--- config.mk ---
export PLATFORM = sky130hd
export DESIGN_NAME = sifreleme_denetleyici
export DESIGN_NICKNAME = d
export VERILOG_FILES = /design/src/rtl/sifreleme_denetleyici_pkg.sv /design/src/rtl/sifreleme_birimi.sv /design/src/rtl/sifreleme_denetleyici.sv
export SDC_FILE = /design/constraint.sdc
export NUM_CORES = 1
export LEC_CHECK = 0
export ABC_AREA = 1
export CORE_MARGIN = 2
export CORE_UTILIZATION = 35
export CTS_CLUSTER_DIAMETER = 120
export CTS_CLUSTER_SIZE = 24
export DETAILED_ROUTE_END_ITERATION = 7
export PLACE_DENSITY_LB_ADDON = 0.12
export SYNTH_ARGS = -nofsm -noshare
export SYNTH_HDL_FRONTEND = slang
export SYNTH_HIERARCHICAL = 1
export SYNTH_SLANG_ARGS = --single-unit
--- constraint.sdc ---
create_clock -name clk_i -period 5 [get_ports clk_i]
set_clock_uncertainty 0.2 [all_clocks]
set_input_delay 0.75 -clock clk_i [delete_from_list [all_inputs] [get_ports clk_i]]
set_output_delay 0.75 -clock clk_i [all_outputs]
set_load 0.02 [all_outputs]
--- src/rtl/sifreleme_denetleyici_pkg.sv ---
// -----------------------------------------------------------------------------
// sifreleme_denetleyici_pkg
//   Shared constants for the crypto/bit-manipulation controller and its
//   combinational unit: op-code encodings, controller state encodings,
//   op-code width, and small helper functions used by sifreleme_birimi.
//   No ports (package).
// -----------------------------------------------------------------------------
package sifreleme_denetleyici_pkg;

    // Datapath width; 32 is the only supported value.
    localparam int SIFRELEME_VERI_BIT     = 32;
    localparam int SIFRELEME_KONTROL_BIT  = 3;

    // Op-code encodings. 3'd6 and 3'd7 are undefined and report an error.
    localparam logic [SIFRELEME_KONTROL_BIT-1:0] SIFRELEME_HMDST = 3'd0; // Hamming distance
    localparam logic [SIFRELEME_KONTROL_BIT-1:0] SIFRELEME_PKG   = 3'd1; // pack low halves
    localparam logic [SIFRELEME_KONTROL_BIT-1:0] SIFRELEME_RVRS  = 3'd2; // bit reverse
    localparam logic [SIFRELEME_KONTROL_BIT-1:0] SIFRELEME_SLADD = 3'd3; // (a << 1) + b
    localparam logic [SIFRELEME_KONTROL_BIT-1:0] SIFRELEME_CNTZ  = 3'd4; // trailing zeros
    localparam logic [SIFRELEME_KONTROL_BIT-1:0] SIFRELEME_CNTP  = 3'd5; // population count

    // Controller state encodings.
    localparam logic [1:0] SD_BOSTA   = 2'd0;
    localparam logic [1:0] SD_HESAPLA = 2'd1;
    localparam logic [1:0] SD_YANIT   = 2'd2;

    // True when the op code is one of the six defined operations.
    function automatic logic kontrol_gecerli(input logic [SIFRELEME_KONTROL_BIT-1:0] kontrol);
        return kontrol inside {SIFRELEME_HMDST, SIFRELEME_PKG, SIFRELEME_RVRS,
                               SIFRELEME_SLADD, SIFRELEME_CNTZ, SIFRELEME_CNTP};
    endfunction

    // Number of set bits.
    function automatic logic [5:0] bit_say(input logic [31:0] v);
        logic [5:0] n;
        n = 6'd0;
        for (int i = 0; i < 32; i++) begin
            n = n + {5'd0, v[i]};
        end
        return n;
    endfunction

    // Number of zero bits below the lowest set bit; 32 for an all-zero word.
    function automatic logic [5:0] sondaki_sifir(input logic [31:0] v);
        logic [5:0] n;
        n = 6'd32;
        // Scanning downward leaves n at the lowest set index.
        for (int i = 31; i >= 0; i--) begin
            if (v[i]) n = 6'(i);
        end
        return n;
    endfunction

    // Bit order reversal.
    function automatic logic [31:0] ters_cevir(input logic [31:0] v);
        logic [31:0] r;
        r = '0;
        for (int i = 0; i < 32; i++) begin
            r[i] = v[31-i];
        end
        return r;
    endfunction

endpackage

--- src/rtl/sifreleme_birimi.sv ---
// -----------------------------------------------------------------------------
// sifreleme_birimi
//   Purely combinational bit-manipulation/crypto unit.
//   Ports:
//     kontrol_i  in  3        op code (SIFRELEME_* encodings)
//     deger1_i   in  VERI_BIT operand 1
//     deger2_i   in  VERI_BIT operand 2
//     sonuc_o    out VERI_BIT result; zero for undefined op codes
// -----------------------------------------------------------------------------
module sifreleme_birimi
    import sifreleme_denetleyici_pkg::*;
#(
    parameter int VERI_BIT = SIFRELEME_VERI_BIT
) (
    input  logic [SIFRELEME_KONTROL_BIT-1:0] kontrol_i,
    input  logic [VERI_BIT-1:0]              deger1_i,
    input  logic [VERI_BIT-1:0]              deger2_i,
    output logic [VERI_BIT-1:0]              sonuc_o
);

    localparam int YARIM = VERI_BIT / 2;

    always_comb begin
        // NOTE: every output of an always_comb gets a default before the case,
        // so an unlisted op code can never leave it holding an old value (latch).
        sonuc_o = '0;
        case (kontrol_i)
            SIFRELEME_HMDST: sonuc_o = {{(VERI_BIT-6){1'b0}}, bit_say(deger1_i ^ deger2_i)};
            SIFRELEME_PKG:   sonuc_o = {deger2_i[YARIM-1:0], deger1_i[YARIM-1:0]};
            SIFRELEME_RVRS:  sonuc_o = ters_cevir(deger1_i);
            SIFRELEME_SLADD: sonuc_o = (deger1_i << 1) + deger2_i;
            SIFRELEME_CNTZ:  sonuc_o = {{(VERI_BIT-6){1'b0}}, sondaki_sifir(deger1_i)};
            SIFRELEME_CNTP:  sonuc_o = {{(VERI_BIT-6){1'b0}}, bit_say(deger1_i)};
            default:         sonuc_o = '0;
        endcase
    end

endmodule

--- src/rtl/sifreleme_denetleyici.sv ---
// -----------------------------------------------------------------------------
// sifreleme_denetleyici
//   Round-robin arbiter and sequencer in front of one sifreleme_birimi.
//   Accepts one operation at a time from two requesters, computes it in one
//   cycle from registered operands, and returns a registered result to the
//   requester that issued it. Three states: BOSTA -> HESAPLA -> YANIT.
//   Ports:
//     clk_i            in  1    clock, rising edge
//     rst_ni           in  1    synchronous active-low reset
//     istek_gecerli_i  in  2    request valid per requester
//     istek_hazir_o    out 2    request accepted this cycle (one-hot or zero)
//     istek_kontrol_i  in  6    op code, 3 bits per requester
//     istek_deger1_i   in  64   operand 1, VERI_BIT per requester
//     istek_deger2_i   in  64   operand 2, VERI_BIT per requester
//     yanit_gecerli_o  out 2    response valid to the owner (one-hot or zero)
//     yanit_hazir_i    in  2    requester ready to take its response
//     yanit_sonuc_o    out 32   registered result
//     yanit_hata_o     out 1    op code was undefined
//     mesgul_o         out 1    controller not idle
// -----------------------------------------------------------------------------
module sifreleme_denetleyici
    import sifreleme_denetleyici_pkg::*;
#(
    parameter int VERI_BIT = SIFRELEME_VERI_BIT
) (
    input  logic                               clk_i,
    input  logic                               rst_ni,
    input  logic [1:0]                         istek_gecerli_i,
    output logic [1:0]                         istek_hazir_o,
    input  logic [2*SIFRELEME_KONTROL_BIT-1:0] istek_kontrol_i,
    input  logic [2*VERI_BIT-1:0]              istek_deger1_i,
    input  logic [2*VERI_BIT-1:0]              istek_deger2_i,
    output logic [1:0]                         yanit_gecerli_o,
    input  logic [1:0]                         yanit_hazir_i,
    output logic [VERI_BIT-1:0]                yanit_sonuc_o,
    output logic                               yanit_hata_o,
    output logic                               mesgul_o
);

    localparam int KB = SIFRELEME_KONTROL_BIT;

    logic [1:0]          r_durum;
    logic                r_son_kazanan;
    logic                r_sahip;
    logic [KB-1:0]       r_kontrol;
    logic [VERI_BIT-1:0] r_deger1;
    logic [VERI_BIT-1:0] r_deger2;
    logic [VERI_BIT-1:0] r_sonuc;
    logic                r_hata;

    logic                w_kazanan;
    logic                w_kabul;
    logic                w_yanit_aktif;
    logic                w_yanit_alindi;
    logic [KB-1:0]       w_sec_kontrol;
    logic [VERI_BIT-1:0] w_sec_deger1;
    logic [VERI_BIT-1:0] w_sec_deger2;
    logic [VERI_BIT-1:0] w_birim_sonuc;

    // Arbitration: on a tie the requester that did not win last time goes.
    always_comb begin
        w_kazanan = 1'b0;
        if (istek_gecerli_i == 2'b11) begin
            w_kazanan = ~r_son_kazanan;
        end else if (istek_gecerli_i[1]) begin
            w_kazanan = 1'b1;
        end
    end

    // Acceptance is suppressed while reset is asserted so no handshake is
    // reported for a request the registers are not going to capture.
    assign w_kabul = rst_ni && (r_durum == SD_BOSTA) && (|istek_gecerli_i);

    assign istek_hazir_o = {w_kabul & w_kazanan, w_kabul & ~w_kazanan};

    assign w_sec_kontrol = w_kazanan ? istek_kontrol_i[2*KB-1:KB]
                                     : istek_kontrol_i[KB-1:0];
    assign w_sec_deger1  = w_kazanan ? istek_deger1_i[2*VERI_BIT-1:VERI_BIT]
                                     : istek_deger1_i[VERI_BIT-1:0];
    assign w_sec_deger2  = w_kazanan ? istek_deger2_i[2*VERI_BIT-1:VERI_BIT]
                                     : istek_deger2_i[VERI_BIT-1:0];

    assign w_yanit_aktif  = (r_durum == SD_YANIT);
    // Only the owner's ready can complete the response.
    assign w_yanit_alindi = w_yanit_aktif && yanit_hazir_i[r_sahip];

    assign yanit_gecerli_o = {w_yanit_aktif & r_sahip, w_yanit_aktif & ~r_sahip};
    assign yanit_sonuc_o   = r_sonuc;
    assign yanit_hata_o    = r_hata;
    assign mesgul_o        = (r_durum != SD_BOSTA);

    sifreleme_birimi #(
        .VERI_BIT (VERI_BIT)
    ) u_birim (
        .kontrol_i (r_kontrol),
        .deger1_i  (r_deger1),
        .deger2_i  (r_deger2),
        .sonuc_o   (w_birim_sonuc)
    );

    always_ff @(posedge clk_i) begin
        // NOTE: state registers use non-blocking assignments so every register
        // samples the pre-edge values regardless of statement order.
        if (!rst_ni) begin
            r_durum       <= SD_BOSTA;
            r_son_kazanan <= 1'b1;
            r_sahip       <= 1'b0;
            r_sonuc       <= '0;
            r_hata        <= 1'b0;
        end else begin
            case (r_durum)
                SD_BOSTA: begin
                    if (w_kabul) begin
                        r_sahip <= w_kazanan;
                        r_durum <= SD_HESAPLA;
                    end
                end
                SD_HESAPLA: begin
                    r_hata  <= ~kontrol_gecerli(r_kontrol);
                    r_sonuc <= kontrol_gecerli(r_kontrol) ? w_birim_sonuc : '0;
                    r_durum <= SD_YANIT;
                end
                SD_YANIT: begin
                    if (w_yanit_alindi) begin
                        r_son_kazanan <= r_sahip;
                        r_durum       <= SD_BOSTA;
                    end
                end
                default: r_durum <= SD_BOSTA;
            endcase
        end
    end

    // NOTE: operand registers carry no reset; they are always loaded at
    // acceptance before the unit output is used, so a reset value is never seen.
    always_ff @(posedge clk_i) begin
        if (w_kabul) begin
            r_kontrol <= w_sec_kontrol;
            r_deger1  <= w_sec_deger1;
            r_deger2  <= w_sec_deger2;
        end
    end

endmodule

# Word level (Yosys, flattened, before mapping)
# Cells that the tools add are included.
# classes
add_sub_neg	63
n_mul	0
div_mod_pow	0
order_cmp	1
eq_ne	10
shift	0
muxes	44
bitwise_logic	9
reduce_logical	11
# ops
operator	count
6-bit by 1-bit adder with 6-bit output	60
6-bit two-way mux	32
32-bit one-hot mux with 6 select lines	1
32-bit two-way mux	3
32-bit adder	1
32-bit XOR	1
3-bit by 2-bit equality test with 1-bit output, second input constant	2
3-bit equality test, second input constant	2
2-bit one-hot mux with 3 select lines	1
2-bit AND reduction	3
6-bit nonzero test	1
1-bit by 1-bit adder with 2-bit output	2
1-bit AND	4
2-bit equality test, second input constant	2
1-bit two-way mux	4
2-bit two-way mux	2
1-bit inverter	4
3-bit by 1-bit equality test with 1-bit output, second input constant	1
1-bit logical AND	3
3-bit logical NOT	1
3-bit two-way mux	1
2-bit by 1-bit equality test with 1-bit output, second input constant	1
2-bit logical NOT	1
1-bit by 2-bit < comparator with 1-bit output, second input constant	1
4 further kinds	4
# word_totals
register_bits	104
latchBits	0
ram_bits	0
rom_bits	0
in_bits	140
output_inout_bits	38
wordCells	146
n_memories	0

# Longest topological paths before layout
# depth
word_depth	34
mapped_depth	35
mapped_depth_nobuf	35

# Hierarchy
# The synthesis kept the hierarchy.
# modules_own_cells
mod	instances	cells_each	area_per_inst_um2	seq_area_each_um2
sifreleme_denetleyici	1	460	4199.0	2752.6
sifreleme_birimi	1	612	4160.2	0.0

# Worst setup path after synthesis
# OpenSTA, ideal clock, no wires.
# synth_timing
kind	reg2reg
startpoint	register r_deger1[14]
endpoint	register r_sonuc[4] (netlist: yanit_sonuc_o[4])
setup_time_ns	0.132
arrival_ns	5.148
required_ns	4.668
path_slack_ns	-0.480
stages_incl_launch_ff	21
path_buffers	0
period_less_slack_ns	5.480
path_cell_list	edfxtp_1 -> xor2_1 -> fa_1 -> inv_1 -> fa_1 -> inv_1 -> fa_1 -> fa_1 -> fa_1 -> fa_1 -> ha_1 -> fa_1 -> nand2_1 -> nand2_1 -> a21oi_1 -> inv_1 -> o21ai_0 -> o211ai_1 -> a211o_1 -> nand2_1 -> a21oi_1
# synth_between
elab_chain_cells	21
elab_cells_between_ends	54
cone_classes	add/sub (36); mux (17); bitwise (1)
# synth_lines
item	line	source
start: declaration	sifreleme_denetleyici.sv:46	logic [VERI_BIT-1:0] r_deger1;
start signal: assignment	sifreleme_denetleyici.sv:139	r_deger1 <= w_sec_deger1;
32-bit XOR	sifreleme_birimi.sv:28	SIFRELEME_HMDST: sonuc_o = {{(VERI_BIT-6){1'b0}}, bit_say(deger1_i ^ deger2_i)};
6-bit by 1-bit adder with 6-bit output (18 in series)	sifreleme_denetleyici_pkg.sv:38	n = n + {5'd0, v[i]};
32-bit one-hot mux with 6 select lines *	sifreleme_birimi.sv:27	case (kontrol_i)
net w_birim_sonuc[4]	sifreleme_denetleyici.sv:58	logic [VERI_BIT-1:0] w_birim_sonuc;
32-bit two-way mux *	sifreleme_denetleyici.sv:120	r_sonuc <= kontrol_gecerli(r_kontrol) ? w_birim_sonuc : '0;
end signal: assignment	sifreleme_denetleyici.sv:120	
end: declaration	sifreleme_denetleyici.sv:48	logic [VERI_BIT-1:0] r_sonuc;
# The timed path passes the listed nets; every way through them passes the cells marked *.
# A chain may end at the register's enable or synchronous reset.

# Final worst setup path
# layout_timing
startpoint	register r_deger1[18]
endpoint	register r_sonuc[4] (netlist: yanit_sonuc_o[4])
# layout_between
elab_chain_cells	21
elab_cells_between_ends	50
cone_classes	add/sub (28); mux (21); bitwise (1)
# layout_lines
item	line
branches (longest 19 deep; another with 6-bit by 1-bit adder with 6-bit output)	n/a
32-bit one-hot mux with 6 select lines *	sifreleme_birimi.sv:27
net w_birim_sonuc[4]	sifreleme_denetleyici.sv:58
32-bit two-way mux *	sifreleme_denetleyici.sv:120
# Mark *: on every way through the listed nets, which the timed path passes.

==> summary.txt <==
Timing
  – Achievable Freq: 181 MHz
  – Hold_ws: 0.264 ns
  – Fin Setup TNS: -1.96 ns
  – Post-layout minimum cycle time: 5.54 ns
  – Final-report setup violation count: 6
  – Worst-Margin Slew: 1.00 ns
  – Rel. slew slack: 32.9%
  – RSZ-0062 raised after global routing: yes
  – Slew Limit Fails: 0
  – Count of final hold-check violations: 0
  – PnR worst setup slack: -0.538 ns
  – Final Cycle Share: 111%

Worst setup path
  – Critical path start-end classification: reg2reg
  – Crit path launch type: register
  – CP max stage cell: fa_2
  – CP endpoint kind: register
  – CP Cell Sequence: xor2_1 > fa_1 > inv_2 > fa_1 > inv_2 > fa_1 > fa_2 > fa_1 > fa_2 > ha_4 > fa_2 > nand2_1 > nand2_1 > a21oi_2 > inv_2 > o21ai_2 > o211ai_1 > a211o_1 > nand2_1 > a21oi_1
  – Crit Path Max Fanout: 2
  – CP most frequent cell: fa_1
  – CP required: 5.01 ns
  – CP Data Arrival Time: 5.55 ns
  – Kind of cell adding the most delay to the critical path: adder cells
  – CP peak stage delay: 0.59 ns
  – Critical path buffers and inverters: 3

Layout
  – FF+latch area: 2750 um2
  – Post-layout util: 48.4%
  – Non-filler cells in the finished layout: 1631
  – Ratio of cells with drive above 1 in the final layout: 11.4%
  – N_diodes: 0
  – Fillers: 2379
  – Synth-to-Final Area Change: 35.9%
  – Design Area, Final: 11400 um2
  – Nets: 1541
  – Multi-input gate area: 5110 um2

Logic synthesis
  – Leading area contributor after synthesis: edfxtp_1
  – Cells after Synth: 1072
  – Yosys cell types: 47
  – Synth Area per Inst: 7.80 um2
  – Post-synthesis sequential area ratio: 32.9%
  – Ys async rst share: 0%
  – Ys Warns: 6
  – Mapped cell area: 8360 um2
  – Most used flip-flop cell after synthesis: edfxtp_1
  – Leading post-synthesis cells by cell area: edfxtp_1 (24%), nand2_1 (18%), fa_1 (12%)
  – Syn Nets: 1306
  – Yosys reg bits: 104
  – EDFF count, synth: 67
  – Synth top area share: 24.1%

Global routing
  – Initial antenna violation count: 0
  – Largest net degree at the start of global routing: 68
  – Vias in the first global route: 7655
  – GRT overflow: 0
  – First-pass GRT wire length: 42500 um
  – Total track usage: 22.8%

Clock tree
  – Clk pin slew, worst setup/hold paths: 0.08 ns
  – Root Buffer: clkbuf_16
  – Max Root-Sink Buffers: 2
  – CTS Buf Count: 9
  – Clk Latency, worst-skew pair: 0.36 ns
  – H-tree depth: 3
  – CTS tree: yes
  – Clock sink count: 104

Placement
  – Sum of net half-perimeters after detailed placement: 22200 um
  – Port-buffer cells: 177
  – Dpl ws: -0.509 ns
  – Area post-placement: 10900 um2
  – Post-Place Cells: 1609
  – Routability congestion estimate: 0.963

Floorplan
  – Die ar.: 25100 um2
  – # IOs: 178
  – Die Ht: 159 um
  – Die Wd: 159 um
  – Core ar.: 23500 um2
  – Rows: 56
  – Initial core utilization: 35.6%

Worst hold path
  – HP Class: reg2reg

Detailed routing
  – Drc violations: 0
  – Drt first-iter violations: 506
  – Number of routed nets with antenna violations: 0
  – DR vias: 7860
  – WL/cell: 16.8 um
  – Drt total wl: 27400 um
  – Detailed Routing Iterations Pass 1: 5
  – Vias per std cell: 4.82

Power and ir drop
  – PwrDens: 587 nW/um2
  – Overall Power: 6.67 mW
  – Leak pwr: 4.98 nW
  – Max VDD drop: 0.527 mV

Outcome
  – Status: finished with violations
  – Failing checks: setup timing

Flow run
  – Max Cap Viol: 0
-- worst register-to-register path, stage by stage (launching register included) --
cell	delay, ns
edfxtp_1	0.41
xor2_1	0.20
fa_1	0.58
inv_2	0.07
fa_1	0.53
inv_2	0.04
fa_1	0.47
fa_2	0.59
fa_1	0.42
fa_2	0.44
ha_4	0.18
fa_2	0.34
nand2_1	0.09
nand2_1	0.07
a21oi_2	0.13
inv_2	0.06
o21ai_2	0.10
o211ai_1	0.10
a211o_1	0.24
nand2_1	0.06
a21oi_1	0.06
-- cells by family (layout without fill, tap and decap cells) --
family	after synthesis	in the layout	share of synthesized area [%]
AOI/OAI and AO/OA	174	174	13.0
xor gates and xnor gates	38	38	3.98
adders and majority gates	94	94	18.5
buffers and inverters	156	396	7.60
DFF	104	104	32.9
and+or+nand+nor	506	506	24.0
-- area by class of cell --
type / count / area share [%]
inverter: 126 / 4.16
timing repair buffer: 254 / 20.7
tap: 319 / 3.51
sequential: 104 / 24.2
clock inverter: 6 / 0.451
clock buffer: 10 / 2.01
multi-input combinational: 812 / 45.0
-- cell usage after synthesis (2+ instances only) --
library cell / number
a21boi_0: 2
nor3_1: 11
nand2_2: 7
fa_1: 49
buf_4: 7
a21boi_2: 2
a22oi_1: 2
o2111ai_1: 2
a221oi_1: 2
clkbuf_1: 14
o21a_1: 5
xnor2_1: 7
buf_2: 7
inv_1: 121
buf_6: 2
ha_1: 45
o221ai_1: 15
o21ai_2: 2
nand4_1: 3
nor2_1: 51
o22ai_1: 3
or2_2: 6
o21bai_1: 3
o21ai_0: 21
or2_0: 3
a21oi_1: 83
xor2_1: 31
o211ai_1: 13
inv_2: 4
nand3_1: 21
o311ai_0: 3
a21oi_2: 5
edfxtp_1: 67
nand2_1: 399
dfxtp_1: 37
a31oi_1: 6
-- layout by cell type (no fill, tap or decap), drive strengths merged, types with 31 or more instances in the layout --
master / instances
nand2: 406
clkdlybuf4s50: 177
fa: 49
a21oi: 88
nor2: 53
xor2: 31
dfxtp: 37
ha: 45
inv: 128
buf: 77
edfxtp: 67
-- metal layers --
layer / track usage [%] / vias to the layer above / share of wire [%]
li1: - / 3952 / -
met1: 31.4 / 3643 / 46
met2: 37.1 / 227 / 46
met3: 3.18 / 38 / 5.2
met4: 6.91 / 0 / 2.2
met5: 0 / - / 0
-- report_power, final --
| part | switching (mW) | internal [mW] | leakage (nW) | total, mW |
|---|---|---|---|---|
| clock network | 0.346 | 0.347 | 0.139 | 0.692 |
| registers | 0.0508 | 0.995 | 0.933 | 1.05 |
| logic | 2.64 | 2.29 | 3.91 | 4.93 |
| total | 3.04 | 3.63 | 4.98 | 6.67 |
-- path summary, 6_finish.rpt --
kind / startpoint / to / slack [ns] / cells after the start
min reg2reg: yanit_sonuc_o[15] / yanit_sonuc_o[15] / 0.26 / 2
max reg2reg: r_deger1[18] / yanit_sonuc_o[4] / -0.54 / 20
max: r_deger1[18] / yanit_sonuc_o[4] / -0.54 / 20
min: yanit_sonuc_o[15] / yanit_sonuc_o[15] / 0.26 / 2
-- registers in the layout (all words and copies together), names as in the netlist --
register,count
r_deger1,32
r_deger2,32
yanit_sonuc_o,32
r_kontrol,3
r_durum,2
r_sahip,1
r_son_kazanan,1
yanit_hata_o,1
-- timing repair --
action                                  4_1_cts  5_1_grt
gates cloned                                  0        0
endpoints found under the setup margin        6        6
buffers inserted                              3        5
hold buffers                                  0        0
pin swaps                                    20        7
gates resized for setup                      17       10
Note: power is estimated with default switching activity, not from simulation.
